File: config.mk
export PLATFORM = sky130hd
export DESIGN_NAME = control_sequencer_flat
export DESIGN_NICKNAME = d
export VERILOG_FILES = /design/src/rtl/control_sequencer_if.sv /design/src/rtl/control_sequencer.sv /design/src/flat_wrapper.sv
export SDC_FILE = /design/constraint.sdc
export NUM_CORES = 1
export LEC_CHECK = 0
export CAP_MARGIN = 25
export CORE_UTILIZATION = 40
export CTS_CLUSTER_DIAMETER = 120
export DETAILED_ROUTE_END_ITERATION = 8
export PLACE_DENSITY = 0.71
export SLEW_MARGIN = 20
export SYNTH_ARGS = -nofsm -noshare
export SYNTH_HDL_FRONTEND = slang
export SYNTH_SLANG_ARGS = --single-unit
File: constraint.sdc
create_clock -name clk -period 6.1 [get_ports clk]
set_clock_uncertainty 0.1 [all_clocks]
set_input_delay 1.525 -clock clk [delete_from_list [all_inputs] [get_ports clk]]
set_output_delay 1.525 -clock clk [all_outputs]
set_load 0.02 [all_outputs]
File: src/rtl/control_sequencer_if.sv
// ----------------------------------------------------------------------------
// control_sequencer_if
//   Bundles every non-clock/reset signal between the control sequencer, its
//   instruction memory and the datapath it steers.
//
//   master : the sequencer (drives PC and control words, reads flags/instr)
//   slave  : the environment (instruction memory + datapath)
//
//   run          fetch enable
//   instr_addr   PC presented to instruction memory
//   instr_data   instruction word: op[17:14] DA[13:12] AA[11:10] BA[9:8] imm[7:0]
//   V,C,N,Z      datapath flags
//   jumpAddress  datapath-supplied jump target
//   constant     immediate field
//   MB,RW,MD,MW  datapath / data-memory controls
//   DA,AA,BA     register selects
//   FS           ALU function select
//   halted       sequencer is in its HALTED state
//   illegal      sticky illegal-opcode flag
// ----------------------------------------------------------------------------
interface control_sequencer_if #(
  parameter int size = 8
);
  logic            run;
  logic [size-1:0] instr_addr;
  logic [17:0]     instr_data;
  logic            V, C, N, Z;
  logic [size-1:0] jumpAddress;
  logic [size-1:0] constant;
  logic            MB, RW, MD, MW;
  logic [1:0]      DA, AA, BA;
  logic [3:0]      FS;
  logic            halted;
  logic            illegal;

  modport master (
    input  run, instr_data, V, C, N, Z, jumpAddress,
    output instr_addr, constant, MB, RW, MD, MW, DA, AA, BA, FS, halted, illegal
  );

  modport slave (
    output run, instr_data, V, C, N, Z, jumpAddress,
    input  instr_addr, constant, MB, RW, MD, MW, DA, AA, BA, FS, halted, illegal
  );
endinterface

File: src/rtl/control_sequencer.sv
// ----------------------------------------------------------------------------
// control_sequencer
//   Two-cycle (FETCH + EXEC) instruction sequencer for a small register-file
//   datapath. FETCH latches the instruction word into IR; EXEC decodes IR into
//   datapath controls, captures flags for flag-setting ops and advances PC.
//
//   Ports:
//     clk    rising-edge clock
//     rst_n  asynchronous active-low reset; clears state, PC, IR, flags and
//            the illegal flag, so every output drops to 0 without a clock
//     bus    control_sequencer_if.master (see the interface for signals)
//
//   Build option:
//     ILLEGAL_TRAP_EN  when defined, opcodes A-E set the sticky illegal flag
//                      and halt with PC unchanged; when undefined they behave
//                      as NOP and illegal stays 0.
// ----------------------------------------------------------------------------
module control_sequencer #(
  parameter int         size     = 8,
  parameter logic [3:0] FS_ADD   = 4'b0010,
  parameter logic [3:0] FS_SUB   = 4'b0101,
  parameter logic [3:0] FS_PASSB = 4'b1100
) (
  input logic                 clk,
  input logic                 rst_n,
  control_sequencer_if.master bus
);

  typedef enum logic [1:0] {IDLE, FETCH, EXEC, HALTED} state_t;

  typedef enum logic [3:0] {
    OP_NOP  = 4'h0,
    OP_ALU  = 4'h1,
    OP_ADDI = 4'h2,
    OP_LD   = 4'h3,
    OP_ST   = 4'h4,
    OP_LDI  = 4'h5,
    OP_BRZ  = 4'h6,
    OP_BRN  = 4'h7,
    OP_JMP  = 4'h8,
    OP_CMP  = 4'h9,
    OP_HALT = 4'hF
  } op_t;

  state_t          state;
  logic [size-1:0] pc;
  logic [17:0]     ir;
  logic [3:0]      flags;     // {Vr, Cr, Nr, Zr}
  logic            illegal;

  logic [3:0]      op;
  logic [7:0]      imm;
  logic            updates_flags;
  logic [size-1:0] pc_inc;
  logic [size-1:0] pc_branch;

  assign op  = ir[17:14];
  assign imm = ir[7:0];

  assign updates_flags = (op == OP_ALU) || (op == OP_ADDI) || (op == OP_CMP);

  // Both sums wrap naturally at 2^size; the branch offset is the 8-bit
  // immediate sign-extended to the PC width.
  assign pc_inc    = pc + size'(1);
  assign pc_branch = pc + size'($signed(imm));

`ifdef ILLEGAL_TRAP_EN
  logic illegal_op;
  assign illegal_op = (op >= 4'hA) && (op <= 4'hE);
`endif

  // Vr and Cr are architectural state but no current branch tests them.
  logic unused_vc;
  assign unused_vc = ^flags[3:2];

  // NOTE: sequential state uses non-blocking assignments so every register
  // samples pre-edge values, independent of statement order.
  always_ff @(posedge clk or negedge rst_n) begin
    if (!rst_n) begin
      state   <= IDLE;
      pc      <= '0;
      ir      <= '0;
      flags   <= '0;
      illegal <= 1'b0;
    end else begin
      case (state)
        IDLE: begin
          if (bus.run) state <= FETCH;
        end
        FETCH: begin
          if (bus.run) begin
            ir    <= bus.instr_data;
            state <= EXEC;
          end else begin
            state <= IDLE;
          end
        end
        EXEC: begin
          // run is deliberately ignored here: an instruction always completes.
          state <= FETCH;
          if (updates_flags) flags <= {bus.V, bus.C, bus.N, bus.Z};
          case (op)
            OP_BRZ:  pc <= flags[0] ? pc_branch : pc_inc;
            OP_BRN:  pc <= flags[1] ? pc_branch : pc_inc;
            OP_JMP:  pc <= bus.jumpAddress;
            OP_HALT: state <= HALTED;
            default: begin
`ifdef ILLEGAL_TRAP_EN
              if (illegal_op) begin
                illegal <= 1'b1;
                state   <= HALTED;
              end else begin
                pc <= pc_inc;
              end
`else
              pc <= pc_inc;
`endif
            end
          endcase
        end
        HALTED: state <= HALTED;
      endcase
    end
  end

  assign bus.instr_addr = pc;
  assign bus.halted     = (state == HALTED);
  assign bus.illegal    = illegal;

  // Controls decode straight from IR during EXEC so RW/MW are single-cycle
  // pulses; reset forces state to IDLE, which zeroes them asynchronously.
  // NOTE: every output gets a default before the case so no latch is inferred.
  always_comb begin
    bus.RW       = 1'b0;
    bus.MW       = 1'b0;
    bus.MB       = 1'b0;
    bus.MD       = 1'b0;
    bus.FS       = 4'b0000;
    bus.DA       = 2'b00;
    bus.AA       = 2'b00;
    bus.BA       = 2'b00;
    bus.constant = '0;
    if (state == EXEC) begin
      bus.DA       = ir[13:12];
      bus.AA       = ir[11:10];
      bus.BA       = ir[9:8];
      bus.constant = size'(imm);
      case (op)
        OP_ALU: begin
          bus.FS = imm[3:0];
          bus.RW = 1'b1;
        end
        OP_ADDI: begin
          bus.FS = FS_ADD;
          bus.MB = 1'b1;
          bus.RW = 1'b1;
        end
        OP_LD: begin
          bus.MD = 1'b1;
          bus.RW = 1'b1;
        end
        OP_ST: begin
          bus.MW = 1'b1;
        end
        OP_LDI: begin
          bus.FS = FS_PASSB;
          bus.MB = 1'b1;
          bus.RW = 1'b1;
        end
        OP_CMP: begin
          bus.FS = FS_SUB;
        end
        default: ;
      endcase
    end
  end

endmodule
File: src/flat_wrapper.sv
// flat-port wrapper written by rule: the top's interface ports become plain ports
module control_sequencer_flat 
#(
  parameter int         size     = 8,
  parameter logic [3:0] FS_ADD   = 4'b0010,
  parameter logic [3:0] FS_SUB   = 4'b0101,
  parameter logic [3:0] FS_PASSB = 4'b1100
)
  (clk, rst_n, bus_run, bus_instr_data, bus_V, bus_C, bus_N, bus_Z, bus_jumpAddress, bus_instr_addr, bus_constant, bus_MB, bus_RW, bus_MD, bus_MW, bus_DA, bus_AA, bus_BA, bus_FS, bus_halted, bus_illegal);
  control_sequencer_if #(.size(size)) bus_i ();
  input logic clk;
  input logic rst_n;
  input wire logic [$bits(bus_i.run)-1:0] bus_run;
  input wire logic [$bits(bus_i.instr_data)-1:0] bus_instr_data;
  input wire logic [$bits(bus_i.V)-1:0] bus_V;
  input wire logic [$bits(bus_i.C)-1:0] bus_C;
  input wire logic [$bits(bus_i.N)-1:0] bus_N;
  input wire logic [$bits(bus_i.Z)-1:0] bus_Z;
  input wire logic [$bits(bus_i.jumpAddress)-1:0] bus_jumpAddress;
  output wire logic [$bits(bus_i.instr_addr)-1:0] bus_instr_addr;
  output wire logic [$bits(bus_i.constant)-1:0] bus_constant;
  output wire logic [$bits(bus_i.MB)-1:0] bus_MB;
  output wire logic [$bits(bus_i.RW)-1:0] bus_RW;
  output wire logic [$bits(bus_i.MD)-1:0] bus_MD;
  output wire logic [$bits(bus_i.MW)-1:0] bus_MW;
  output wire logic [$bits(bus_i.DA)-1:0] bus_DA;
  output wire logic [$bits(bus_i.AA)-1:0] bus_AA;
  output wire logic [$bits(bus_i.BA)-1:0] bus_BA;
  output wire logic [$bits(bus_i.FS)-1:0] bus_FS;
  output wire logic [$bits(bus_i.halted)-1:0] bus_halted;
  output wire logic [$bits(bus_i.illegal)-1:0] bus_illegal;
  assign bus_i.run = bus_run;
  assign bus_i.instr_data = bus_instr_data;
  assign bus_i.V = bus_V;
  assign bus_i.C = bus_C;
  assign bus_i.N = bus_N;
  assign bus_i.Z = bus_Z;
  assign bus_i.jumpAddress = bus_jumpAddress;
  assign bus_instr_addr = bus_i.instr_addr;
  assign bus_constant = bus_i.constant;
  assign bus_MB = bus_i.MB;
  assign bus_RW = bus_i.RW;
  assign bus_MD = bus_i.MD;
  assign bus_MW = bus_i.MW;
  assign bus_DA = bus_i.DA;
  assign bus_AA = bus_i.AA;
  assign bus_BA = bus_i.BA;
  assign bus_FS = bus_i.FS;
  assign bus_halted = bus_i.halted;
  assign bus_illegal = bus_i.illegal;
  control_sequencer #(.size(size), .FS_ADD(FS_ADD), .FS_SUB(FS_SUB), .FS_PASSB(FS_PASSB)) u_core (.clk(clk), .rst_n(rst_n), .bus(bus_i));
endmodule
# Word level (Yosys, flattened, before mapping)
# Cells that the tools add are included.
[op_classes]
magnitude_cmp = 0
addsub = 2
n_reduce_logical = 8
multipliers = 0
n_mux = 21
n_eq_ne = 14
n_shift = 0
div_mod_pow = 0
n_bitwise = 1
[op_table]
columns = ["operator", "n"]
rows = [
  ["one-hot mux 8 bit (4 select lines)", 1],
  ["two-way mux 8 bit", 3],
  ["== test 4 x 3 -> 1 bit (second input constant)", 4],
  ["one-hot mux 4 bit (4 select lines)", 1],
  ["== test 4 bit (second input constant)", 3],
  ["two-way mux 2 bit", 6],
  ["adder 8 x 1 -> 8 bit (second input constant)", 1],
  ["adder 8 bit", 1],
  ["== test 4 x 2 -> 1 bit (second input constant)", 2],
  ["two-way mux 1 bit", 8],
  ["one-hot mux 2 bit (4 select lines)", 1],
  ["AND reduction 2 bit", 3],
  ["== test 2 bit (second input constant)", 2],
  ["== test 4 x 1 -> 1 bit (second input constant)", 1],
  ["two-way mux 4 bit", 1],
  ["OR reduction 4 bit", 1],
  ["== test 2 x 1 -> 1 bit (second input constant)", 1],
  ["zero test 2 bit", 1],
  ["logical OR 1 bit", 2],
  ["!= test 2 bit (second input constant)", 1],
  ["OR reduction 2 bit", 1],
  ["NOT 1 bit", 1],
]
[word_totals]
n_memories = 0
word_cells = 50
latch_bits = 0
romBits = 0
register_bits = 30
mem_bits_rw = 0
output_inout_bits = 32

# Depth between registers and ports, before layout
# Gate-level depths: netlist of run 1.
[logic_depth]
ltp_word = 4
depth_mapped = 7
depth_no_buf = 7

# Worst setup path after synthesis of run 1
# No wires, ideal clock.
[synth_path]
kind = "reg-to-output"
startpoint = "reg u_core.ir[14]"
endpoint = "out bus_FS[1]"
t_arrival_ns = 1.891
stages_incl_launch_ff = 5
n_path_buf = 0
path_slack_ns = 2.584
required_ns = 4.475
path_cell_list = "dfrtp_1 inv_1 nor2_1 nand2_1 a2111oi_0"
[synth_via]
elab_chain_cells = 3
[synth_rtl]
columns = ["item", "line_no", "text"]
rows = [
  ["from (decl)", "control_sequencer.sv:47", "logic [17:0] ir;"],
  ["from (signal assigned)", "control_sequencer.sv:92", "ir <= bus.instr_data;"],
  ["== test 4 bit, or another cell as far along", "control_sequencer.sv:148", "case (op)"],
  ["one-hot mux 4 bit (4 select lines) (*)", "control_sequencer.sv:148", ""],
  ["two-way mux 4 bit (*)", "control_sequencer.sv:143", "if (state == EXEC) begin"],
  ["to (decl)", "flat_wrapper.sv:29", "output wire logic [$bits(bus_i.FS)-1:0] bus_FS;"],
]
# Mark *: on every way between the ends. The rest lies on a longest branch, timed or not.

# Worst setup path in the final report of run 1
# Same ends and word-level chain as after synthesis.

==> flow_metrics.py, run 1 <==
metrics = {
    "critical_path": {
        "crit_type": "flop to output port",
        "r2r-end": "u_core.bus.instr_addr[6]$_DFFE_PN0P_",
        "critPathMaxFanout": 7,
        "cp_num_buf_inv": 2,
        "slowest_delay_ns": 0.69,
        "cp_top_family": "buffers and inverters",
        "worst_setup_path_end_kind": "output port",
        "r2r_start": "u_core.bus.instr_addr[0]$_DFFE_PN0P_",
        "crit_required_ns": 4.47,
        "critical_path.slowest_cell": "clkdlybuf4s50_1",
        "rrSetupSlack_ns": 3.87,
        "crit_path_start": "u_core.ir[14]$_DFFE_PN0P_",
        "reg2reg_depth": 7,
        "worstPathArrival_ns": 2.34,
        "critical_path.cell_chain": "inv_1, nor2_1, nand2_1, a2111oi_0, clkdlybuf4s50_1",
        "start_kind": "flop",
    },
    "power_and_ir_drop": {
        "vdd_drop_max_mv": 0.333,
        "clkPwrFrac": 0.139,
        "p_seq_frac": 0.312,
        "power_density_mw_per_mm2": 511,
        "p_leak_nw": 1.11,
        "power.internal_w": 0.000789,
        "sw_frac_of_total": 0.431,
        "switchingPower_w": 0.000597,
        "p_total_w": 0.00139,
        "p_comb_frac": 0.549,
    },
    "detailed_routing": {
        "wirelength_um": 4510,
        "via_count": 1734,
        "drtPass1Iterations": 4,
        "ant_nets": 0,
        "drt_iter0_markers": 94,
        "wire_per_inst_um": 14.1,
        "drc": 0,
        "vias_per_cell": 5.42,
    },
    "floorplanning": {
        "die_w_um": 71.8,
        "core_area_mm2": 0.00469,
        "dieArea_mm2": 0.00516,
        "rows": 25,
        "io_pins": 65,
        "dieHeight_um": 71.8,
        "initial_core_util": 0.416,
    },
    "final_layout": {
        "multi_input_area_mm2": 0.00113,
        "drive_gt1_frac": 0.139,
        "final_cell_mix": "61 x clkdlybuf4s50_1, 30 x dfrtp_1, 21 x mux2_2",
        "design_area_mm2": 0.00271,
        "antenna_cells": 0,
        "sequential_cell_area_um2": 751,
        "final_common_cell": "clkdlybuf4s50_1",
        "fillers": 420,
        "fin_nets": 307,
        "area_growth_pct": 39.0,
    },
    "job": {
        "max-cap-violations": 0,
    },
    "min_path": {
        "min_from": "u_core.ir[13]$_DFFE_PN0P_",
        "hold_end": "u_core.ir[13]$_DFFE_PN0P_",
        "holdPathStages": 1,
        "hold_path.class": "flop to flop",
    },
    "run_status": {
        "status": "completed",
    },
    "grt": {
        "use_met1": 0.249,
        "gr-total-overflow": 0,
        "grt_max_degree": 31,
        "grt_use_met3": 0.0844,
        "grt_pass1_wl_um": 7530,
        "grt.busiest_layer": "met2",
        "use_met2": 0.282,
        "grt_pass1_vias": 1681,
        "antenna_found_initial": 0,
        "track_usage": 0.192,
    },
    "yosys": {
        "postSynthCellCount": 204,
        "async_reset_ff_frac": 1.00,
        "ys_seq_area_frac": 0.385,
        "syn_avg_cell_area_um2": 9.56,
        "synth-seq-cells": 30,
        "netlist_area_mm2": 0.00195,
        "syn-num-nets": 246,
        "yosys.cell_types.count": 44,
        "yosys_warnings": 1,
        "synth-main-ff-cell": "dfrtp_1",
        "synth_edf_count": 0,
    },
    "clock_network": {
        "cts_tree": "yes",
        "clkTransAtPathRegs_ns": 0.06,
        "clock_latency_ns": 0.29,
        "cts.htree.levels": 2,
        "cts_buffer_depth": 2,
        "cts-root-buf": "clkbuf_8",
        "clock_sinks": 30,
        "cts_resized": 0,
        "hold_buffers": 0,
        "numCtsBuffers": 5,
        "cts_setup_buffers": 0,
    },
    "timing": {
        "setup_total_negative_slack_ns": 0,
        "hold_violations": 0,
        "fin_crit_ns": 3.96,
        "setup_viol": 0,
        "tightest_slew_ns": 0.883,
        "layout_worst_path_cycle_share": 0.649,
        "timing.fmax_mhz": 252,
        "report.final.slew_viol_count": 0,
        "rsz0062_at_grt": "false",
        "slew_headroom": 0.410,
        "holdWs_ns": 0.394,
    },
    "placement": {
        "numPortBuffers": 61,
        "place_area_mm2": 0.00260,
        "hpwlAfterDp_um": 3280,
        "gp_congestion": 0.792,
    },
}
==> cells in the mapped netlist (2+ instances only) <==
cell	count	area, um^2
a21oi_1	14	70.1
o21ai_0	12	60.1
inv_1	6	22.5
nand2_1	19	71.3
nor3_1	5	25.0
nand2b_1	2	12.5
mux2_2	21	236
a211oi_1	4	30.0
ha_1	8	100
xnor2_1	2	17.5
clkbuf_1	4	15.0
xor2_1	5	43.8
nand3b_1	3	22.5
a21o_1	3	22.5
nor4_1	4	25.0
nand3_1	3	15.0
a221oi_1	2	17.5
dfrtp_1	30	751
and2_1	16	100
nand4_1	2	12.5
buf_2	4	20.0
a22oi_1	2	15.0
nor2_1	12	45.0
==> how the worst max path moves through the flow <==
stage	endpoint	cells after the start
finish	bus_FS[1]	5
global route	bus_FS[1]	5
CTS	bus_FS[1]	5
detailed placement	bus_FS[1]	5
global placement	bus_FS[1]	5
floorplan	bus_FS[1]	4
==> flip-flops by register name, summed over array words and instances (netlist names) <==
register               flops
u_core.bus.instr_addr      8
u_core.flags               2
u_core.ir                 18
u_core.state               2
==> cell type report <==
class	instances	share of cell area
Inverter	6	0.00831
Clock buffer	8	0.0406
Tap cell	54	0.0249
Timing Repair Buffer	63	0.231
Sequential cell	30	0.277
Multi-Input combinational cell	159	0.419
==> power groups by stage <==
stage | clock [W] | sequential (W) | combinational (W)
final | 0.000193 | 0.000432 | 0.000761
after global routing | 0.000206 | 0.000451 | 0.000845
after CTS | 0.000198 | 0.000431 | 0.000769
after detailed placement | 0 | 0.000434 | 0.000764
after global placement | 0 | 0.000431 | 0.000757
after floorplan | 0 | 0.000408 | 0.000557
==> layer usage <==
layer | part of all wire | vias up
li1 | - | 855
met1 | 0.46 | 811
met2 | 0.43 | 61
met3 | 0.088 | 7
met4 | 0.018 | 0
met5 | 0 | -
==> logic make-up (layout without fill, tap and decap cells) <==
logic type,Yosys count,count (layout),synth area share
compound gates,50,50,0.174
xor+xnor,7,7,0.0314
fa+ha+maj,9,9,0.0616
buf+inv,15,77,0.0334
flops,30,30,0.385
mux,22,22,0.128
other cells,1,1,0.00192
simple gates,70,70,0.184
==> stage by stage <==
stage               utilization  std cells  setup slack (ns)
floorplan                     -        204              2.58
global placement          0.554        312              2.50
detailed placement        0.554        312              2.42
CTS                       0.578        320              2.12
global route              0.578        320              1.94
finish                    0.578        320              2.14
(Power assumes the default switching activity.)
==> run 2, diff against run 1 <==
==> constraint.sdc (replaced) <==
create_clock -name clk -period 3.9 [get_ports clk]
set_clock_uncertainty 0.1 [all_clocks]
set_input_delay 0.975 -clock clk [delete_from_list [all_inputs] [get_ports clk]]
set_output_delay 0.975 -clock clk [all_outputs]
set_load 0.02 [all_outputs]
==> flow_metrics.py, run 2 (synthesis gave the netlist of run 1 again) <==
metrics = {
    "run_status": {
        "status": "completed",
    },
    "floorplanning": {
        "die_w_um": 71.8,
        "core_area_mm2": 0.00469,
        "rows": 25,
        "initial_core_util": 0.416,
        "dieArea_mm2": 0.00516,
        "io_pins": 65,
        "dieHeight_um": 71.8,
    },
    "final_layout": {
        "final_common_cell": "clkdlybuf4s50_1",
        "top_register": "u_core.ir",
        "fin_nets": 308,
        "final_cell_mix": "61 x clkdlybuf4s50_1, 30 x dfrtp_1, 21 x mux2_2",
        "largest_reg_flops": 18,
        "drive_gt1_frac": 0.142,
        "area_growth_pct": 39.3,
        "antenna_cells": 0,
        "finalNonFillerCells": 321,
    },
    "timing": {
        "layout_worst_path_cycle_share": 0.861,
        "rsz0062_at_grt": "false",
        "hold_violations": 0,
        "timing.fmax_mhz": 298,
        "holdWs_ns": 0.398,
        "report.final.slew_viol_count": 0,
        "setup_total_negative_slack_ns": 0,
        "setup_viol": 0,
        "fin_crit_ns": 3.36,
    },
    "grt": {
        "gr-total-overflow": 0,
        "grt_pass1_wl_um": 7730,
        "grt_max_degree": 31,
        "grt_pass1_vias": 1673,
        "track_usage": 0.192,
        "antenna_found_initial": 0,
    },
    "min_path": {
        "hold_path.class": "flop to flop",
    },
    "power_and_ir_drop": {
        "p_leak_nw": 1.11,
        "vdd_drop_max_mv": 0.460,
        "power_density_mw_per_mm2": 804,
    },
    "critical_path": {
        "crit_type": "flop to output port",
        "slowest_delay_ns": 0.68,
        "start_kind": "flop",
        "critPathMaxFanout": 7,
        "worstPathArrival_ns": 2.28,
        "cp_top_family": "buffers and inverters",
        "critical_path.slowest_cell": "clkdlybuf4s50_1",
        "cp_num_buf_inv": 2,
        "crit_required_ns": 2.82,
        "worst_setup_path_end_kind": "output port",
        "critical_path.cell_chain": "inv_1, nor2_1, nand2_1, a2111oi_0, clkdlybuf4s50_1",
    },
    "placement": {
        "place_inst": 313,
        "numPortBuffers": 61,
        "hpwlAfterDp_um": 3250,
        "gp_congestion": 0.795,
    },
    "detailed_routing": {
        "drtPass1Iterations": 4,
        "vias_per_cell": 5.40,
        "drc": 0,
        "via_count": 1735,
        "wirelength_um": 4510,
        "ant_nets": 0,
        "wire_per_inst_um": 14.1,
        "drt_iter0_markers": 100,
    },
    "clock_network": {
        "cts_tree": "yes",
        "numCtsBuffers": 5,
        "clock_latency_ns": 0.28,
        "cts-root-buf": "clkbuf_8",
        "cts_setup_buffers": 0,
        "cts_buffer_depth": 2,
        "hold_buffers": 0,
        "clkTransAtPathRegs_ns": 0.06,
        "clock_sinks": 30,
        "cts.htree.levels": 2,
        "cts_resized": 0,
    },
    "job": {
        "max-cap-violations": 0,
    },
}
run 2: changes by cell type in the layout (fill, tap and decap cells not counted):
cell and delta:
buf_4 +1, bufinv_16 +1, clkbuf_8 -3, clkinv_2 +2
run 2: worst paths after layout:
| check | to | slack (ns) | cells after the start | startpoint |
|---|---|---|---|---|
| max | bus_FS[1] | 0.54 | 5 | u_core.ir[14]$_DFFE_PN0P_ |
| min | u_core.ir[9]$_DFFE_PN0P_ | 0.40 | 1 | u_core.ir[9]$_DFFE_PN0P_ |
| max reg2reg | u_core.bus.instr_addr[6]$_DFFE_PN0P_ | 1.67 | 7 | u_core.bus.instr_addr[0]$_DFFE_PN0P_ |
| min reg2reg | u_core.ir[9]$_DFFE_PN0P_ | 0.40 | 1 | u_core.ir[9]$_DFFE_PN0P_ |
| max in group asynchronous | u_core.ir[2]$_DFFE_PN0P_ | 2.41 | 2 | rst_n |
| min in group asynchronous | u_core.ir[13]$_DFFE_PN0P_ | 0.98 | 2 | rst_n |
run 2: power breakdown:
part	leakage, nW	internal (W)	total (W)	switching [W]
registers	0.349	0.000466	0.000674	0.000208
logic	0.705	0.000593	0.00120	0.000606
clock network	0.0579	0.000188	0.000311	0.000123
total	1.11	0.00125	0.00218	0.000937
run 2: metrics by stage:
stage	util	power (W)	cell area, um^2	worst slack [ns]
final	0.579	0.00218	2720	0.541
after global routing	0.579	0.00237	2720	0.342
after CTS	0.579	0.00220	2720	0.514
after detailed placement	0.556	0.00188	2610	0.833
after global placement	0.556	0.00186	2610	0.863
after floorplan	-	0.00151	1950	0.934
run 2: routing by layer:
| metal | global-route usage | up-vias | wire, um |
|---|---|---|---|
| met3 | 0.0788 | 7 | 390 |
| met2 | 0.291 | 54 | 1920 |
| met5 | 0 | - | 0 |
| met1 | 0.252 | 811 | 2150 |
| met4 | 0.0588 | 0 | 55 |
| li1 | - | 863 | - |
run 2: area by class of cell:
type | instances | area [um^2]
repair buffers | 64 | 633
clock buffers | 5 | 68.8
flip-flops and latches | 30 | 751
well taps | 54 | 67.6
multi-input cells | 159 | 1130
clock inverters | 3 | 40.0
fillers | 424 | 1970
inverters | 6 | 22.5
run 2: worst register-to-register path: stages (launching register included):
cell	delay, ns
dfrtp_1	0.45
ha_1	0.27
fa_1	0.43
a211oi_1	0.27
o21bai_1	0.11
a21oi_1	0.18
xor2_1	0.16
o221ai_1	0.13
==> run 3, diff against run 2 <==
--- a/config.mk
+++ b/config.mk
@@ -9,7 +9,7 @@
 export CORE_UTILIZATION = 40
 export CTS_CLUSTER_DIAMETER = 120
 export DETAILED_ROUTE_END_ITERATION = 8
-export PLACE_DENSITY = 0.71
+export PLACE_DENSITY = 0.82
 export SLEW_MARGIN = 20
 export SYNTH_ARGS = -nofsm -noshare
 export SYNTH_HDL_FRONTEND = slang
==> flow_metrics.py, run 3 (synthesis gave the netlist of run 1 again) <==
metrics = {
    "final_layout": {
        "design_area_mm2": 0.00274,
        "largest_reg_flops": 18,
        "final_cell_mix": "61 x clkdlybuf4s50_1, 30 x dfrtp_1, 21 x mux2_2",
        "final_common_cell": "clkdlybuf4s50_1",
        "drive_gt1_frac": 0.139,
        "fin_nets": 307,
        "area_growth_pct": 40.7,
        "fillers": 396,
        "antenna_cells": 0,
        "top_register": "u_core.ir",
    },
    "critical_path": {
        "worstPathArrival_ns": 2.30,
        "crit_type": "flop to output port",
        "crit_required_ns": 2.82,
        "r2r_start": "u_core.bus.instr_addr[0]$_DFFE_PN0P_",
        "crit_path_start": "u_core.ir[14]$_DFFE_PN0P_",
        "worst_setup_path_end_kind": "output port",
        "critPathMaxFanout": 7,
        "start_kind": "flop",
    },
    "floorplanning": {
        "rows": 25,
        "dieArea_mm2": 0.00516,
        "io_pins": 65,
        "initial_core_util": 0.416,
        "core_area_mm2": 0.00469,
        "dieHeight_um": 71.8,
        "die_w_um": 71.8,
    },
    "placement": {
        "hpwlAfterDp_um": 3400,
        "gp_congestion": 0.902,
        "pre_cts_ws_ns": 0.811,
        "numPortBuffers": 61,
        "place_area_mm2": 0.00260,
    },
    "timing": {
        "timing.fmax_mhz": 296,
        "slew_headroom": 0.439,
        "report.final.slew_viol_count": 0,
        "tightest_slew_ns": 0.838,
        "fin_crit_ns": 3.38,
        "rsz0062_at_grt": "false",
        "layout_worst_path_cycle_share": 0.866,
        "hold_violations": 0,
        "setup_viol": 0,
        "setup_total_negative_slack_ns": 0,
        "fin_ws_ns": 0.522,
    },
    "clock_network": {
        "hold_buffers": 0,
        "clkTransAtPathRegs_ns": 0.07,
        "cts_setup_buffers": 0,
        "cts_tree": "yes",
        "numCtsBuffers": 5,
        "cts.htree.levels": 2,
        "clock_sinks": 30,
        "cts_buffer_depth": 2,
        "clock_latency_ns": 0.29,
        "cts-root-buf": "clkbuf_8",
        "cts_resized": 0,
    },
    "power_and_ir_drop": {
        "p_leak_nw": 1.12,
        "power_density_mw_per_mm2": 829,
        "p_total_w": 0.00228,
        "vdd_drop_max_mv": 0.415,
    },
    "grt": {
        "grt_pass1_wl_um": 7730,
        "antenna_found_initial": 0,
        "grt_max_degree": 31,
        "track_usage": 0.193,
        "gr-total-overflow": 0,
        "grt_pass1_vias": 1685,
    },
    "min_path": {
        "min_from": "u_core.ir[10]$_DFFE_PN0P_",
        "hold_path.class": "flop to flop",
    },
    "job": {
        "max-cap-violations": 0,
    },
    "detailed_routing": {
        "vias_per_cell": 5.47,
        "wirelength_um": 4630,
        "via_count": 1749,
        "drc": 0,
        "wire_per_inst_um": 14.5,
        "ant_nets": 0,
        "drt_iter0_markers": 107,
        "drtPass1Iterations": 4,
    },
    "run_status": {
        "status": "completed",
    },
}
[run 3: final cells by class]
cell class	count	area (um^2)	share of cell area
Multi-Input combinational cell	159	1130	0.414
Sequential cell	30	751	0.274
Timing Repair Buffer	63	626	0.228
Clock buffer	6	82.6	0.0301
Tap cell	54	67.6	0.0246
Clock inverter	2	60.1	0.0219
Inverter	6	22.5	0.00821
[run 3: critical path, stage by stage, from the launching register on]
cell,delay [ns]
dfrtp_1,0.47
inv_1,0.10
nor2_1,0.22
nand2_1,0.08
a2111oi_0,0.46
clkdlybuf4s50_1,0.69
[run 3: power by group]
group | switching, W | internal [W] | total, W
Clock | 0.000123 | 0.000272 | 0.000395
Sequential | 0.000207 | 0.000466 | 0.000673
Combinational | 0.000616 | 0.000592 | 0.00121
Total | 0.000945 | 0.00133 | 0.00228
[run 3: per-stage QoR]
| stage | util | cells | hold slack (ns) |
|---|---|---|---|
| after floorplan | - | 204 | 0.371 |
| after detailed placement | 0.554 | 312 | 0.386 |
| after global routing | 0.585 | 320 | 0.407 |
| after global placement | 0.554 | 312 | 0.379 |
| final | 0.585 | 320 | 0.397 |
| after CTS | 0.585 | 320 | 0.401 |
[run 3: path summary, 6_finish.rpt]
kind / depth (start not counted) / slack [ns] / to
setup / recovery: 5 / 0.52 / bus_FS[1]
min in group asynchronous: 2 / 0.98 / u_core.bus.instr_addr[7]$_DFFE_PN0P_
hold / removal: 1 / 0.40 / u_core.ir[10]$_DFFE_PN0P_
hold reg to reg: 1 / 0.40 / u_core.ir[10]$_DFFE_PN0P_
setup reg to reg: 7 / 1.64 / u_core.bus.instr_addr[6]$_DFFE_PN0P_
max in group asynchronous: 2 / 2.42 / u_core.bus.instr_addr[1]$_DFFE_PN0P_
[run 3: metal layers]
| layer | vias to the layer above | share of wire | track usage |
|---|---|---|---|
| met2 | 53 | 0.48 | 0.314 |
| met5 | - | 0 | 0 |
| met1 | 832 | 0.45 | 0.245 |
| met4 | 0 | 0.012 | 0.0654 |
| li1 | 859 | - | - |
| met3 | 5 | 0.063 | 0.0563 |
